===== config.mk =====
export PLATFORM = sky130hd
export DESIGN_NAME = glyph_column_sequencer
export DESIGN_NICKNAME = d
export VERILOG_FILES = /design/src/rtl/glyph_column_sequencer.sv
export SDC_FILE = /design/constraint.sdc
export NUM_CORES = 1
export LEC_CHECK = 0
export ABC_AREA = 1
export CORE_MARGIN = 1.5
export CORE_UTILIZATION = 53
export DETAILED_ROUTE_END_ITERATION = 8
export GPL_ROUTABILITY_DRIVEN = 0
export PLACE_DENSITY = 0.82
export SYNTH_ARGS = -nofsm -noshare
export SYNTH_HDL_FRONTEND = slang
export SYNTH_SLANG_ARGS = --single-unit

===== constraint.sdc =====
create_clock -name clk -period 2.63 [get_ports clk]
set_clock_uncertainty 0.05 [all_clocks]
set_input_delay 0.3945 -clock clk [delete_from_list [all_inputs] [get_ports clk]]
set_output_delay 0.3945 -clock clk [all_outputs]
set_load 0.02 [all_outputs]

===== src/rtl/glyph_column_sequencer.sv =====
// Character FIFO feeding a 5x7 glyph ROM; streams each glyph column by column
// with trailing blank spacer columns over a valid/ready interface.
module glyph_column_sequencer #(
  parameter int FIFO_DEPTH  = 4,
  parameter int GLYPH_COLS  = 5,
  parameter int ROWS        = 7,
  parameter int SPACER_COLS = 1
) (
  input  logic                         clk,
  input  logic                         rst_n,
  input  logic                         clear,
  input  logic [7:0]                   char_in,
  input  logic                         char_valid,
  output logic                         char_ready,
  output logic [6:0]                   rom_addr,
  input  logic [GLYPH_COLS*ROWS-1:0]   rom_data,
  output logic [ROWS-1:0]              col_data,
  output logic                         col_valid,
  input  logic                         col_ready,
  output logic                         col_last,
  output logic                         busy
);

  localparam int TOTAL_COLS = GLYPH_COLS + SPACER_COLS;
  localparam int IDX_W      = (TOTAL_COLS > 1) ? $clog2(TOTAL_COLS) : 1;
  localparam int PTR_W      = $clog2(FIFO_DEPTH);
  localparam int CNT_W      = PTR_W + 1;
  localparam int GLYPH_W    = GLYPH_COLS * ROWS;
  localparam logic [IDX_W-1:0] LAST_IDX = IDX_W'(TOTAL_COLS - 1);
  localparam logic [CNT_W-1:0] FULL_CNT = CNT_W'(FIFO_DEPTH);

  typedef enum logic {IDLE, EMIT} state_t;

  logic [7:0]         mem [FIFO_DEPTH];
  logic [PTR_W-1:0]   wr_ptr, rd_ptr;
  logic [CNT_W-1:0]   count;
  logic [7:0]         head;
  logic               fifo_empty, push, load;
  state_t             state;
  logic [IDX_W-1:0]   idx, idx_next;
  logic [GLYPH_W-1:0] glyph;

  // Column k sits MSB-first in the ROM word; indices past the glyph are spacers.
  function automatic logic [ROWS-1:0] column_of(input logic [GLYPH_W-1:0] g,
                                                input logic [IDX_W-1:0] i);
    logic [ROWS-1:0] c;
    c = '0;
    for (int k = 0; k < GLYPH_COLS; k++)
      if (int'(i) == k) c = g[GLYPH_W-1-ROWS*k -: ROWS];
    return c;
  endfunction

  assign fifo_empty = (count == '0);
  assign char_ready = (count != FULL_CNT);
  assign push       = char_valid && char_ready && !clear;
  assign head       = mem[rd_ptr];
  assign rom_addr   = head[7] ? 7'd0 : head[6:0];
  assign busy       = (state == EMIT) || !fifo_empty;
  assign idx_next   = idx + IDX_W'(1);

  // A new glyph is taken from the head either from idle or straight after the
  // last column is accepted, so consecutive characters stream without a bubble.
  assign load = !clear && !fifo_empty &&
                ((state == IDLE) || (col_valid && col_ready && col_last));

  always_ff @(posedge clk) begin
    if (push) mem[wr_ptr] <= char_in;
  end

  always_ff @(posedge clk or negedge rst_n) begin
    if (!rst_n) begin
      wr_ptr <= '0;
      rd_ptr <= '0;
      count  <= '0;
    end else if (clear) begin
      wr_ptr <= '0;
      rd_ptr <= '0;
      count  <= '0;
    end else begin
      if (push) wr_ptr <= wr_ptr + PTR_W'(1);
      if (load) rd_ptr <= rd_ptr + PTR_W'(1);
      case ({push, load})
        2'b10:   count <= count + CNT_W'(1);
        2'b01:   count <= count - CNT_W'(1);
        default: count <= count;
      endcase
    end
  end

  always_ff @(posedge clk or negedge rst_n) begin
    if (!rst_n) begin
      state     <= IDLE;
      idx       <= '0;
      glyph     <= '0;
      col_valid <= 1'b0;
      col_data  <= '0;
      col_last  <= 1'b0;
    end else if (clear) begin
      state     <= IDLE;
      idx       <= '0;
      col_valid <= 1'b0;
      col_data  <= '0;
      col_last  <= 1'b0;
    end else if (load) begin
      state     <= EMIT;
      glyph     <= rom_data;
      idx       <= '0;
      col_valid <= 1'b1;
      col_data  <= column_of(rom_data, '0);
      col_last  <= (LAST_IDX == '0);
    end else if (state == EMIT && col_ready) begin
      if (!col_last) begin
        idx      <= idx_next;
        col_data <= column_of(glyph, idx_next);
        col_last <= (idx_next == LAST_IDX);
      end else begin
        state     <= IDLE;
        idx       <= '0;
        col_valid <= 1'b0;
        col_data  <= '0;
        col_last  <= 1'b0;
      end
    end
  end

endmodule


## Word level (Yosys, flattened, before mapping)

Memory sizes are Yosys's and may differ from the RTL's.
Cells that the tools add are included.

- Bits in registers: 54
- RAM bits: 32
- Input bits: 48
- Output and inout bits: 18
- Memories: 1

Memory list:

| name | words | bits a word | read ports | clocked after Yosys merged registers in | wr ports | RTL line | source |
|---|---|---|---|---|---|---|---|
| mem | 4 | 8 | 1 | 0 | 1 | 34 | `logic [7:0] mem [FIFO_DEPTH];` |

- Add/sub/neg operators: 5
- Equality and inequality tests: 8
- Mux-type cells: 30
- Bitwise logic cells: 2
- Reductions and logical operators: 19

Operator list:

| cell | number |
|---|---|
| $mux W7 | 10 |
| $mux W3 | 5 |
| $eq A3 B3 Y1 const B | 4 |
| $mux W1 | 10 |
| $reduce_bool A3 Y1 | 3 |
| $mux W2 | 4 |
| $add A3 B1 Y3 const B | 2 |
| $logic_and A1 B1 Y1 | 6 |
| $logic_not A3 Y1 | 2 |
| $pmux W3 S2 | 1 |
| $add A2 B1 Y2 const B | 2 |
| $reduce_and A2 Y1 | 2 |
| $reduce_bool A2 Y1 | 2 |
| $eq A3 B2 Y1 const B | 1 |
| $ne A3 B3 Y1 const B | 1 |
| $sub A3 B1 Y3 const B | 1 |
| $eq A2 B1 Y1 const B | 1 |
| $eq A2 B2 Y1 const B | 1 |
| $logic_not A1 Y1 | 2 |
| $logic_or A1 B1 Y1 | 2 |
| $not A1 Y1 | 2 |

## Logic depth before layout (Yosys ltp)

- Depth in word-level cells: 11
- Mapped depth: 14
- Mapped depth without buffers: 13

## Worst setup path after synthesis

Ideal clock, no wire load.

- Path kind: register -> register
- Start: reg col_last
- End: reg count[2]
- Library setup time: 0.076 ns
- Data arrival time: 1.869 ns
- Data required time: 2.504 ns
- Path slack: 0.635 ns
- Stages on the path, launching flop included: 13
- Period minus slack after synthesis: 1.995 ns
- Cell sequence: dfrtp_1 > nand2_1 > nand2_1 > nand3_4 > inv_2 > buf_6 > nand2_4 > inv_1 > fa_1 > xnor2_1 > xor2_1 > nand3_1 > o21ai_1

- Longest elaborated chain between the ends: 6
- Elaborated cells between the ends (all ways): 8
- Classes of those cells: eq/ne (2); mux (2); reduce/logical (4)

Ends and longest elaborated chain:

| item | RTL line | source |
|---|---|---|
| start: declaration | 20 | `output logic col_last,` |
| start signal: assignment | 110 | `col_last <= (LAST_IDX == '0);` |
| start signal: assignment | 115 | `col_last <= (idx_next == LAST_IDX);` |
| $logic_and A1 B1 Y1 * | 64 | `((state == IDLE) \|\| (col_valid && col_ready && col_last));` |
| $logic_or A1 B1 Y1 * | 64 |  |
| $logic_and A1 B1 Y1 * | 63 | `assign load = !clear && !fifo_empty &&` |
| $eq A2 B1 Y1 / $eq A2 B2 Y1 (equally long branches) | 82 | `case ({push, load})` |
| $pmux W3 S2 | 82 |  |
| $mux W3 | 75 | `end else if (clear) begin` |
| end signal: assignment | 83 | `2'b10: count <= count + CNT_W'(1);` |
| end signal: assignment | 84 | `2'b01: count <= count - CNT_W'(1);` |
| end signal: assignment | 85 | `default: count <= count;` |
| end: declaration | 36 | `logic [CNT_W-1:0] count;` |

Every way passes the cells marked *; elsewhere a longest branch is shown, timed or not.
A chain may end at the register's enable or synchronous reset.

## Worst setup path in the final report

- Start: reg rd_ptr[0]
- End: out rom_addr[5]

- Longest elaborated chain between the ends: 2

Ends and longest elaborated chain:

| item | RTL line | source |
|---|---|---|
| start: declaration | 35 | `logic [PTR_W-1:0] wr_ptr, rd_ptr;` |
| start signal: assignment | 81 | `if (load) rd_ptr <= rd_ptr + PTR_W'(1);` |
| $mem_v2 Z4 W8 | -- |  |
| $mux W7 | 57 | `assign rom_addr = head[7] ? 7'd0 : head[6:0];` |
| end: declaration | 15 | `output logic [6:0] rom_addr,` |

No other way between the ends.

==> out/metrics.yaml <==
status: "completed"
powerDensity_mw_per_mm2: 964.4
start_util_pct: 55.61
syn_area_mm2: 0.004076
worstPathMaxFanout: 16
drt_drc_violations_left: 0
ir_drop_mv: 0.5299
synth_top_family_by_area: "simple AND/OR/NAND/NOR gates"
dp_hpwl_um: 6333
synth_cells: 464
min_period_over_period_pct: 95.64
h-tree-depth: 3
synth_compound_area_share_pct: 8.778
multiInputGateArea_mm2: 0.001430
placementRows: 31
wl_um: 8585
cts.path.max_buffers: 2
dieHeight_um: 90.70
clkTransAtPathRegs_ps: 90
clock.fmax_mhz: 397.5
period_needed_ps: 2515
ys_types: 29
cp-end-kind: "output pin"
grt_pass1_vias: 3056
dpl_cell_area_mm2: 0.004840
r2r_cells: 11
synth_nets: 522
fp.dieArea_mm2: 0.008226
stdcell_area_mm2: 0.005065
fill_cells: 527
path_class: "flop to output pin"
worst_pin_slew_ps: 668.5
wl_per_cell_um: 13.35
core_area_mm2: 0.007331
synth-xor-area-share_pct: 0.4297
fin_setup_tns_ps: 0
synth_mux_area_share_pct: 0
cp_data_arrival_time_ps: 2070
timing.final.hold_violations: 0
yosysSeqAreaShare_pct: 56.72
area_delta_synth_final_pct: 24.25
clock_latency_ps: 350
cts_root_buf: "clkbuf_8"
worstReg2RegEnd: "col_data[2]"
r2r_start: "idx[0]"
clkSinkCount: 86
vias: 3313
relSlewSlack_pct: 55.43
worstPathRequired_ps: 2190
die_w_um: 90.70
critPathLaunchType: "flop"
synthAdderAreaFrac_pct: 3.254
hold_class: "input port to async pin"
track_usage_pct: 21.67
drtAntennaViolNets: 0
yosys_warnings: 0
regArea_mm2: 0.002315
num_antenna_cells: 0
report.final.slew_viol_count: 0
avgSynthCellArea_um2: 8.785
port_buffers: 65
fin_util_pct: 69.09
setup_viol: 0
yosys.area_share.simple_pct: 22.59
antenna_found_initial: 0
rrSetupSlack_ps: 550
detail_route.iter0.violations: 236
grt_pass1_wl_um: 14100
drive_gt1_share_pct: 8.824
ioPinCount: 66
cts_buffers: 9
p_total_mw: 4.885
overflow: 0
drv_cap: 0
cts_tree: "built"
nets: 597
synth-seq-cells: 86
grt_max_degree: 56
drtPass1Iterations: 5
leakage_nw: 2.379
via_per_inst: 5.152
kinds of logic after synthesis:
group / count (synthesis)
buffers and inverters: 81
adders and majority gates: 10
and+or+nand+nor: 217
DFF: 86
xor gates and xnor gates: 2
AOI/OAI and AO/OA: 68
Yosys cell counts (all sizes together):
cell    count  share of area (%)
nand2     154                 15
inv        64                6.0
dfrtp      54                 33
o21ai      50                6.1
nand3      35                4.8
edfxtp     32                 24
nor2       27                2.9
buf        12                1.8
ha          9                2.8
o22ai       9                1.4
a21oi       7               0.86
clkbuf      4               0.40
a31oi       1               0.15
a32o        1               0.25
clkinv      1              0.092
fa          1               0.49
or2         1               0.15
xnor2       1               0.21
xor2        1               0.21
per-layer routing:
metal / routed length (um) / share of wire [%] / global-route usage (%) / up-vias
li1: - / - / - / 1623
met1: 3600 / 42 / 28.63 / 1555
met2: 4370 / 51 / 35.15 / 114
met3: 456 / 5.3 / 4.545 / 21
met4: 158 / 1.8 / 8.201 / 0
met5: 0 / 0 / 0 / -
report_power, final:
part	internal, mW	total, mW	switching [mW]	leakage [nW]
registers	1.76	1.97	0.207	0.973
clock network	0.439	0.889	0.450	0.0866
logic	0.793	2.03	1.24	1.32
total	2.99	4.88	1.89	2.38
layout by cell type, fill, tap and decap left out, types with 3 or more instances in the layout:
cell type,count
o21ai_1,9
inv_2,3
dfrtp_1,52
edfxtp_1,32
clkbuf_1,3
clkbuf_8,9
inv_1,59
nand2_1,149
clkdlybuf4s50_1,63
o22ai_1,9
clkinvlp_4,3
nor2_1,25
o21ai_0,41
ha_1,9
buf_4,15
nand2_2,3
a21oi_1,7
nand3_1,32
flip-flops by register name (all words and copies together), names as in the netlist:
signal	count
glyph	35
mem	32
col_data	7
count	3
idx	3
rd_ptr	2
wr_ptr	2
col_last	1
state	1
how the worst max path moves through the flow:
stage	startpoint	end	slack (ps)	cells past startpoint
6_report	rd_ptr[0]	rom_addr[5]	110	7
5_1_grt	rd_ptr[1]	rom_addr[3]	-40	6
4_1_cts	rd_ptr[1]	rom_addr[6]	40	5
3_5_place_dp	clear	count[2]	290	11
3_3_place_gp	col_ready	count[2]	410	12
2_1_floorplan	col_last	count[2]	630	12
critical path, stage by stage (launching register included):
cell and delay, ps:
dfrtp_2 470, clkinv_1 100, buf_4 210, nor2_1 70, o22ai_1 170, nand2_1 70, inv_1 50, clkdlybuf4s50_1 580
repair_timing:
action                                  4_1_cts  5_1_grt
endpoints found under the setup margin        7        7
hold buffers                                  0        0
pin swaps                                     0        0
resized for setup                             2        3
setup buffers                                 0        4
per-stage QoR:
step	std cells	worst slack (ps)	hold slack, ps
2_1_floorplan	464	634.7	48.91
3_3_place_gp	623	405.9	413.8
3_5_place_dp	623	288.0	417.6
4_1_cts	639	44.39	133.5
5_1_grt	643	-40.89	175.8
6_report	643	114.6	102.6
cell type report:
class	count	area share (%)
multi-input combinational	297	28.24
timing repair buffer	80	15.02
sequential	86	45.70
clock buffer	12	2.668
inverter	65	4.941
tap	99	2.446
clock inverter	4	0.9881
(Power assumes the default switching activity.)
